`config.mk`:
```
export PLATFORM = sky130hd
export DESIGN_NAME = conv2d_stream_engine
export DESIGN_NICKNAME = d
export VERILOG_FILES = /design/src/rtl/conv_pkg.sv /design/src/rtl/conv2d_stream_engine_window.sv /design/src/rtl/conv2d_stream_engine.sv
export SDC_FILE = /design/constraint.sdc
export NUM_CORES = 1
export LEC_CHECK = 0
export BUFFER_PORTS_ARGS = -buffer_cell sky130_fd_sc_hd__buf_2
export CAP_MARGIN = 10
export CORE_MARGIN = 1
export CORE_UTILIZATION = 61
export DETAILED_ROUTE_END_ITERATION = 8
export GPL_ROUTABILITY_DRIVEN = 0
export GPL_TIMING_DRIVEN = 0
export PLACE_DENSITY = 0.8
export SKIP_CTS_REPAIR_TIMING = 1
export SYNTH_ARGS = -nofsm -noshare
export SYNTH_HDL_FRONTEND = slang
export SYNTH_SLANG_ARGS = --single-unit
```
`constraint.sdc`:
```
create_clock -name clk -period 7.27 [get_ports clk]
set_input_delay 0.3635 -clock clk [delete_from_list [all_inputs] [get_ports clk]]
set_output_delay 0.3635 -clock clk [all_outputs]
set_load 0.03 [all_outputs]
```
`src/rtl/conv_pkg.sv`:
```
// conv_pkg: shared types and helpers for conv2d_stream_engine
// FSM states, output-column math and result saturation
package conv_pkg;

  typedef enum logic [2:0] {
    IDLE,
    FILL,
    MAC,
    WRITE,
    ADVANCE,
    DONE
  } state_t;

  localparam int KSIZE_DEF = 3;
  localparam int IMG_W_DEF = 28;

  function automatic int kaddr_w(input int k);
    return $clog2(k * k);
  endfunction

  function automatic int out_cols(
    input int img_w,
    input int k,
    input int s
  );
    return (img_w - k) / s + 1;
  endfunction

  function automatic logic signed [63:0] sat_signed(
    input logic signed [63:0] v,
    input int                 out_w
  );
    logic signed [63:0] mx;
    logic signed [63:0] mn;
    mx = (64'sd1 <<< (out_w - 1)) - 64'sd1;
    mn = -mx - 64'sd1;
    if (v > mx)      return mx;
    else if (v < mn) return mn;
    else             return v;
  endfunction

endpackage

```
`src/rtl/conv2d_stream_engine_window.sv`:
```
// conv_window_sreg: KSIZE x KSIZE column shift register
// Oldest column at index 0; flat row-major read port
module conv_window_sreg
  import conv_pkg::*;
#(
  parameter int DATA_W = 8,
  parameter int KSIZE  = 3,
  localparam int KAW   = kaddr_w(KSIZE)
) (
  input  logic                    clk,
  input  logic                    rst,
  input  logic                    shift_en,
  input  logic [KSIZE*DATA_W-1:0] col_in,
  input  logic [KAW-1:0]          rd_idx,
  output logic [DATA_W-1:0]       rd_data
);

  logic [DATA_W-1:0] win_q [KSIZE*KSIZE];

  // shift left by one column, new column enters at KSIZE-1
  always_ff @(posedge clk or negedge rst) begin
    if (!rst) begin
      for (int i = 0; i < KSIZE * KSIZE; i++)
        win_q[i] <= '0;
    end else if (shift_en) begin
      for (int r = 0; r < KSIZE; r++) begin
        for (int c = 0; c < KSIZE; c++) begin
          if (c == KSIZE - 1)
            win_q[r*KSIZE+c] <= col_in[r*DATA_W +: DATA_W];
          else
            win_q[r*KSIZE+c] <= win_q[r*KSIZE+c+1];
        end
      end
    end
  end

  assign rd_data = win_q[rd_idx];

endmodule

```
`src/rtl/conv2d_stream_engine.sv`:
```
// conv2d_stream_engine: streaming KSIZE x KSIZE convolver, one row per start
// CONV_RELU_EN clamps negative results to zero
module conv2d_stream_engine
  import conv_pkg::*;
#(
  parameter int DATA_W          = 8,
  parameter int COEF_W          = 8,
  parameter int KSIZE           = KSIZE_DEF,
  parameter int IMG_W           = IMG_W_DEF,
  parameter int ACC_W           = 20,
  parameter int OUT_W           = 16,
  parameter int DEST_ADDR_WIDTH = 10,
  localparam int KAW            = kaddr_w(KSIZE)
) (
  input  logic                       clk,
  input  logic                       rst,
  input  logic                       start,
  input  logic [1:0]                 stride,
  input  logic [DEST_ADDR_WIDTH-1:0] in_dest_addr,
  input  logic [KSIZE*DATA_W-1:0]    col_in,
  input  logic                       col_valid,
  output logic                       col_ready,
  output logic [KAW-1:0]             kernel_addr,
  input  logic [COEF_W-1:0]          kernel_in,
  output logic [OUT_W-1:0]           out_data,
  output logic [DEST_ADDR_WIDTH-1:0] out_dest_addr,
  output logic                       dest_wr_en,
  input  logic                       dest_ready,
  output logic                       busy,
  output logic                       done
);

  localparam int KK    = KSIZE * KSIZE;
  localparam int OC1   = out_cols(IMG_W, KSIZE, 1);
  localparam int OC2   = out_cols(IMG_W, KSIZE, 2);
  localparam int CNT_W = $clog2(KSIZE + 1);
  localparam int OCW   = $clog2(IMG_W + 1);
  localparam int MCW   = $clog2(KK + 1);

  state_t state_q, state_d;

  logic                    s2_q;
  logic [CNT_W-1:0]        col_cnt_q;
  logic [CNT_W-1:0]        adv_last;
  logic [OCW-1:0]          out_cnt_q;
  logic [MCW-1:0]          mac_cnt_q;
  logic [KAW-1:0]          pix_idx_q;
  logic signed [ACC_W-1:0] acc_q;
  logic signed [ACC_W-1:0] prod;
  logic [DATA_W-1:0]       pixel;
  logic [OUT_W-1:0]        res;
  logic                    xfer;
  logic                    last;

  assign adv_last = s2_q ? CNT_W'(1) : CNT_W'(0);
  assign last = (out_cnt_q == (s2_q ? OCW'(OC2 - 1) : OCW'(OC1 - 1)));

  conv_window_sreg #(
    .DATA_W (DATA_W),
    .KSIZE  (KSIZE)
  ) u_win (
    .clk      (clk),
    .rst      (rst),
    .shift_en (xfer),
    .col_in   (col_in),
    .rd_idx   (pix_idx_q),
    .rd_data  (pixel)
  );

  // state register
  always_ff @(posedge clk or negedge rst) begin
    if (!rst) state_q <= IDLE;
    else      state_q <= state_d;
  end

  // next state and state-decoded outputs
  always_comb begin
    state_d    = state_q;
    col_ready  = 1'b0;
    dest_wr_en = 1'b0;
    busy       = (state_q != IDLE);
    done       = 1'b0;
    unique case (state_q)
      FILL:    col_ready = (col_cnt_q < CNT_W'(KSIZE));
      ADVANCE: col_ready = (col_cnt_q <= adv_last);
      WRITE:   dest_wr_en = 1'b1;
      DONE:    done = 1'b1;
      default: ;
    endcase
    xfer = col_valid & col_ready;
    unique case (state_q)
      IDLE:    if (start) state_d = FILL;
      FILL:    if (xfer && col_cnt_q == CNT_W'(KSIZE - 1)) state_d = MAC;
      MAC:     if (mac_cnt_q == MCW'(KK)) state_d = WRITE;
      WRITE:   if (dest_ready) state_d = last ? DONE : ADVANCE;
      ADVANCE: if (xfer && col_cnt_q == adv_last) state_d = MAC;
      DONE:    state_d = IDLE;
      default: state_d = IDLE;
    endcase
  end

  // row bookkeeping: stride, column/output counters, write address
  always_ff @(posedge clk or negedge rst) begin
    if (!rst) begin
      s2_q          <= 1'b0;
      col_cnt_q     <= '0;
      out_cnt_q     <= '0;
      out_dest_addr <= '0;
    end else begin
      if (state_q == IDLE && start) begin
        s2_q          <= (stride == 2'd2);
        col_cnt_q     <= '0;
        out_cnt_q     <= '0;
        out_dest_addr <= in_dest_addr;
      end else if (xfer) begin
        col_cnt_q <= (state_d == MAC) ? '0 : col_cnt_q + 1'b1;
      end else if (state_q == WRITE && dest_ready) begin
        out_cnt_q     <= out_cnt_q + 1'b1;
        out_dest_addr <= out_dest_addr + 1'b1;
      end
    end
  end

  // kernel address sweep with one-cycle delayed window index
  always_ff @(posedge clk or negedge rst) begin
    if (!rst) begin
      kernel_addr <= '0;
      pix_idx_q   <= '0;
      mac_cnt_q   <= '0;
    end else begin
      pix_idx_q <= kernel_addr;
      if (state_q == MAC && mac_cnt_q < MCW'(KK - 1))
        kernel_addr <= kernel_addr + 1'b1;
      else
        kernel_addr <= '0;
      if (state_q == MAC && state_d == MAC)
        mac_cnt_q <= mac_cnt_q + 1'b1;
      else
        mac_cnt_q <= '0;
    end
  end

  // pixel zero-extended times coefficient sign-extended, wraps at ACC_W
  always_comb begin
    prod = $signed({{(ACC_W-DATA_W){1'b0}}, pixel})
         * $signed({{(ACC_W-COEF_W){kernel_in[COEF_W-1]}}, kernel_in});
  end

  // accumulator cleared on MAC entry, one product per aligned cycle
  always_ff @(posedge clk or negedge rst) begin
    if (!rst)
      acc_q <= '0;
    else if (state_q != MAC && state_d == MAC)
      acc_q <= '0;
    else if (state_q == MAC && mac_cnt_q != '0)
      acc_q <= acc_q + prod;
  end

  // saturated result, optionally rectified
  always_comb begin
    res = OUT_W'(sat_signed(64'(acc_q), OUT_W));
`ifdef CONV_RELU_EN
    if (res[OUT_W-1]) res = '0;
`else
`endif
    out_data = (state_q == WRITE) ? res : '0;
  end

endmodule
```
# [After elaboration in Yosys (flattened, before gate mapping)]
# Cells that the tools add are included.
[word_totals] rom_bits=0 elab_cells=92 latchBits=0 ramBits=0 n_memories=0 out_inout_bits=34 ff_bits=125
[op_classes] bitwise=2 div_mod_pow=0 shift=0 add_sub_neg=6 n_lt_le_gt_ge=6 multipliers=1 n_mux=31 n_reduce_logical=15 eq_ne=13
[ops] op="16-bit 2-to-1 mux" n=3
[ops] op="20-bit 2-to-1 mux" n=2
[ops] op="8-bit binary-select mux with 4-bit select" n=1
[ops] op="10-bit 2-to-1 mux" n=3
[ops] op="20-bit by 17-bit adder with 20-bit output" n=1
[ops] op="20-bit by 16-bit > comparator with 1-bit output (second input constant)" n=1
[ops] op="20-bit by 16-bit less-than comparator with 1-bit output (second input constant)" n=1
[ops] op="5-bit 2-to-1 mux" n=4
[ops] op="9-bit by 8-bit multiplier with 17-bit output" n=1
[ops] op="8-bit 2-to-1 mux" n=2
[ops] op="3-bit 2-to-1 mux" n=5
[ops] op="3-bit case mux with 5 select lines" n=1
[ops] op="10-bit by 1-bit adder with 10-bit output (second input constant)" n=1
[ops] op="3-bit by 2-bit == test with 1-bit output (second input constant)" n=3
[ops] op="4-bit by 1-bit adder with 4-bit output (second input constant)" n=2
[ops] op="1-bit logical AND" n=8
[ops] op="4-bit 2-to-1 mux" n=2
[ops] op="3-bit == test (second input constant)" n=2
[ops] op="2-bit 2-to-1 mux" n=3
[ops] op="2-bit nonzero test" n=3
[ops] op="5-bit by 1-bit adder with 5-bit output (second input constant)" n=1
[ops] op="5-bit == test" n=1
[ops] op="5-bit greater-or-equal comparator (second input constant)" n=1
[ops] op="4-bit NOT with 5-bit output" n=1
[ops] op="17 further kinds" n=21

# [Logic depth before layout (Yosys ltp)]
[depth] word_depth=11 ltp_mapped=23 ltp_nobuf=21

# [Hierarchy]
# Synthesis repeated with hierarchy kept, for this count alone.
[hier_totals] cells_unflattened=802 hier_area_um2=8832.2
[by_module_without_submodules] module="conv2d_stream_engine" cells_each=584 seq_area_each_um2=1326.3 area_each_um2=5541.6 n_inst=1
[by_module_without_submodules] module="conv_window_sreg" cells_each=218 seq_area_each_um2=1801.7 area_each_um2=3290.7 n_inst=1

# [Least setup slack after synthesis]
# OpenSTA, ideal clock, no wires.
[synth_timing] path_kind="register to register" start="reg pix_idx_q[0]" end="reg acc_q[19]" n_path_buf=2 slack_ps=1579 path_stages_with_launch=22 arrival_time_ps=5570 t_required_ps=7149 path_cell_list="dfrtp_1 buf_4 buf_6 mux4_2 mux2i_1 o21ai_1 and2_1 fa_1 inv_1 fa_1 inv_1 fa_1 fa_1 fa_1 ha_1 o21ai_0 o21ai_0 a21oi_1 o21bai_1 a31oi_1 xnor2_1 a22o_1"
[synth_between] elab_chain_cells=8
[synth_rtl] element="start: declaration" line="conv2d_stream_engine.sv:47" rtl="logic [KAW-1:0] pix_idx_q;"
[synth_rtl] element="start signal: assignment" line="conv2d_stream_engine.sv:131" rtl="pix_idx_q <= kernel_addr;"
[synth_rtl] element="4-bit NOT with 5-bit output (implied by the code)" line="conv2d_stream_engine_window.sv:37" rtl="assign rd_data = win_q[rd_idx];"
[synth_rtl] element="8-bit binary-select mux with 4-bit select" line="conv2d_stream_engine_window.sv:37"
[synth_rtl] element="8-bit 2-to-1 mux (implied by the code) (2 in a row)" line="conv2d_stream_engine_window.sv:37"
[synth_rtl] element="9-bit by 8-bit multiplier with 17-bit output" line="conv2d_stream_engine.sv:146" rtl="* $signed({{(ACC_W-COEF_W){kernel_in[COEF_W-1]}}, kernel_in});"
[synth_rtl] element="20-bit by 17-bit adder with 20-bit output" line="conv2d_stream_engine.sv:156" rtl="acc_q <= acc_q + prod;"
[synth_rtl] element="20-bit 2-to-1 mux" line="conv2d_stream_engine.sv:155" rtl="else if (state_q == MAC && mac_cnt_q != '0)"
[synth_rtl] element="20-bit 2-to-1 mux" line="conv2d_stream_engine.sv:153" rtl="else if (state_q != MAC && state_d == MAC)"
[synth_rtl] element="end signal: assignment" line="conv2d_stream_engine.sv:156"
[synth_rtl] element="end: declaration" line="conv2d_stream_engine.sv:48" rtl="logic signed [ACC_W-1:0] acc_q;"
# Every way passes these cells. The select of a mux whose other input is x is not followed.
# A chain may end at the register's enable or synchronous reset.

# [Final worst setup path]
[layout_timing] start="reg pix_idx_q[2]" end="reg acc_q[16]"
# The elaborated chain is that of the path after synthesis.

==> impl_summary.md <==
Floorplanning
The floorplan row count is 43. For this design the top-level I/O count stands at between 80 and 90. The total area inside the core boundary comes to 0.0139 mm². The die extent in x is approximately 120 µm. The die height is 122 µm. The initial standard-cell utilization of the core is a little over three fifths. The die area is between 0.01 and 0.015 mm².

Timing
After layout, the minimum clock period comes to 6.75 ns. The number of setup violations in the final report is 0. Setup repair after global routing left no endpoint under its margin. The total negative slack is 0 ns.

The worst-case headroom to the max-slew limit is 39.6%. For the pin with the worst max-slew slack, the measured transition is 0.896 ns. The number of failing hold endpoints at the final stage is 0. Based on the critical path, the design can be clocked at up to 148 MHz. Of the available clock period, the critical path in the final layout requires between 90 and 100%. The clock arrives with ~0.0056 ns of skew. The max-slew violation count is 0.

Setup path
The arrival time at the worst endpoint is between 7 and 8 ns. The path type of the worst setup path is reg -> reg. The worst endpoint required time is 7.58 ns.

The worst setup path is captured at a register. The worst setup path is launched from a register. The worst-path maximum fanout is 9.

Drt
For this block, the initial DRC count from the detailed router was 330. The routed via count divided by cell count is 5.77. The first TritonRoute pass finished after 4 iterations. The total via count after detailed routing is 6054.

The residual DRC count is 0. The wire length per cell is between 15 and 20 µm. The number of routed nets with antenna violations is 0. The total length of routed wires is 18.8 mm.

Synth
The number of different library cells in the post-synthesis netlist is 53. The Yosys step of the flow raised 0 warnings. The mapped netlist covers 0.00874 mm². The part of the Yosys area used for sequential elements is 35.8%.

The post-synth net total is 926. The count of flip-flops with a built-in enable after synthesis is 0. The most used flip-flop cell after synthesis is dfrtp_1. The cell count after synthesis came out at between 700 and 800. The dominant cell type by area after synthesis is dfrtp_1.

By area the synthesized netlist is led by dfrtp_1 (36%), fa_1 (12%), ha_1 (9.9%), mux2_4 (6.2%), mux2_2 (4.6%). The post-synthesis sequential element count is 125. The mean post-synth cell area is 11.5 µm². The fraction of post-synthesis cell area in the top cell type by area is 35.8%. The async set-reset flop share out of synthesis is 100%.

GRT
The initial antenna violation count is 0. Global routing consumed, over all layers together, between 20% and 30% of the routing resources. The via count of the first global-routing pass is between 6000 and 7000. The wire length of the first global-routing pass is 32.0 mm. Entering global routing, the biggest net connects 83 pins.

The total congestion overflow after global routing is 0.

Final layout
The number of antenna diodes in the final layout is 0. Of the cells placed in the final design, the portion with a size suffix greater than 1 is 25.7%. At the end of the flow, the number of nets in the layout was around 1000. The utilization after layout is about 72%.

The library cell used most frequently in the layout, excluding fill and tap cells, is dfrtp_1. After routing the design area is approximately 0.01 mm². Relative to the synthesized area, the layout overhead comes to 15.4%. For this run, the number of standard cells in the final layout without fillers is 1050. Leaving out fill and tap cells, the most frequent cells in the layout are dfrtp_1 (125), buf_2 (86), inv_1 (74), ha_1 (69), nand2_1 (54).

Clock network
CTS placed an instance of clkbuf_16 at the clock tree root. The number of buffers on the longest clock path is 2. The total CTS buffers is 17. The number of clock sinks seen by CTS is between 100 and 150. The CTS tree is built. The clock transition at the registers of the reported paths is 0.06 ns.

The deepest level of the CTS H-tree is 4. At the later pin of the worst-skew pair, clock insertion delay measures 0.42 ns.

Placement
Buffers placed on the I/O ports in this run total 80. In this run the cell area measured after placement is 0.00940 mm². After legalization and detailed placement, the total HPWL measured 13.9 mm. The cell count after placement is around 1000.

Status
The flow ran to the end, and the final reports show no timing, DRC or antenna violations.

Min path
In this run the worst hold path is classified as in -> reg.

Job
Max-cap violations in this run came to 0.
[worst max-delay path, cell delays in order (launching register included)]
cell and delay [ns]:
dfrtp_1 0.35, buf_1 0.33, nor4b_2 0.87, nand2_1 0.10, o21ai_1 0.41, nand2_1 0.17
fa_1 0.53, inv_1 0.06, fa_1 0.47, ha_1 0.29, inv_1 0.05, fa_1 0.53
inv_1 0.04, ha_1 0.28, ha_1 0.25, fa_1 0.43, a211oi_1 0.37, o21bai_1 0.17
o211ai_1 0.34, o21bai_1 0.10, a21oi_1 0.20, xnor2_1 0.09, a22o_1 0.17
[per-stage QoR]
stage	hold WS, ns	setup WS (ns)
floorplan	0.0679	1.58
global route	0.155	0.158
CTS	-0.129	0.648
global placement	0.404	0.865
finish	0.146	0.515
detailed placement	0.320	0.720
[metal layers]
metal / GRT usage (%) / up-vias / share of wire (%)
met1: 35.6 / 3054 / 42
met4: 7.95 / 0 / 1.4
met5: 0 / - / 0
li1: - / 2805 / -
met2: 48.9 / 168 / 52
met3: 6.13 / 27 / 4.8
[sequential cells by signal, indices dropped and copies added, names as in the netlist]
signal and cells:
u_win.win_q 72, acc_q 20, out_dest_addr 10, out_cnt_q 5, kernel_addr 4, mac_cnt_q 4, pix_idx_q 4, state_q 3
col_cnt_q 2, s2_q 1
[synthesized netlist by cell type (all sizes together), types with 2 or more instances]
cell type and count:
a211oi 7, a21o 2, a21oi 15, a22o 17, a31oi 4, and2 39, and3 3, and3b 3
buf 19, clkbuf 10, dfrtp 125, fa 51, ha 69, inv 74, mux2 72, mux2i 8
mux4 16, nand2 55, nand3 10, nand3b 2, nand4 5, nor2 33, nor2b 3, nor3 3
nor4bb 2, o211ai 3, o21a 15, o21ai 31, o21bai 7, o31ai 2, or2 5, or3b 2
xnor2 21, xor2 13
[cell families after synthesis]
logic type | count (synthesis) | share of synthesized area (%)
AOI/OAI and AO/OA | 107 | 8.15
xor gates and xnor gates | 34 | 3.41
adders and majority gates | 120 | 21.6
buffers and inverters | 104 | 5.25
DFF | 125 | 35.8
muxes | 96 | 15.9
and+or+nand+nor | 171 | 9.97
[layout make-up]
cell class	instances	area [µm²]
multi-input cells	528	5150
clock inverters	13	238
plain buffers	29	178
inverters	75	282
flip-flops and latches	125	3130
repair buffers	82	444
clock buffers	18	439
fillers	933	3850
well taps	180	225
[worst paths after layout]
path,from,endpoint,slack (ns),cells past startpoint
max,pix_idx_q[2],acc_q[16],0.52,22
min,in_dest_addr[7],out_dest_addr[7],0.15,3
max reg2reg,pix_idx_q[2],acc_q[16],0.52,22
min reg2reg,kernel_addr[3],pix_idx_q[3],0.44,0
max in group asynchronous,rst,pix_idx_q[1],6.08,3
min in group asynchronous,rst,acc_q[0],0.44,2
Power is left out: the tool's default activity adds up to more than one toggle a clock period on the data nets, which glitch-free logic cannot reach.
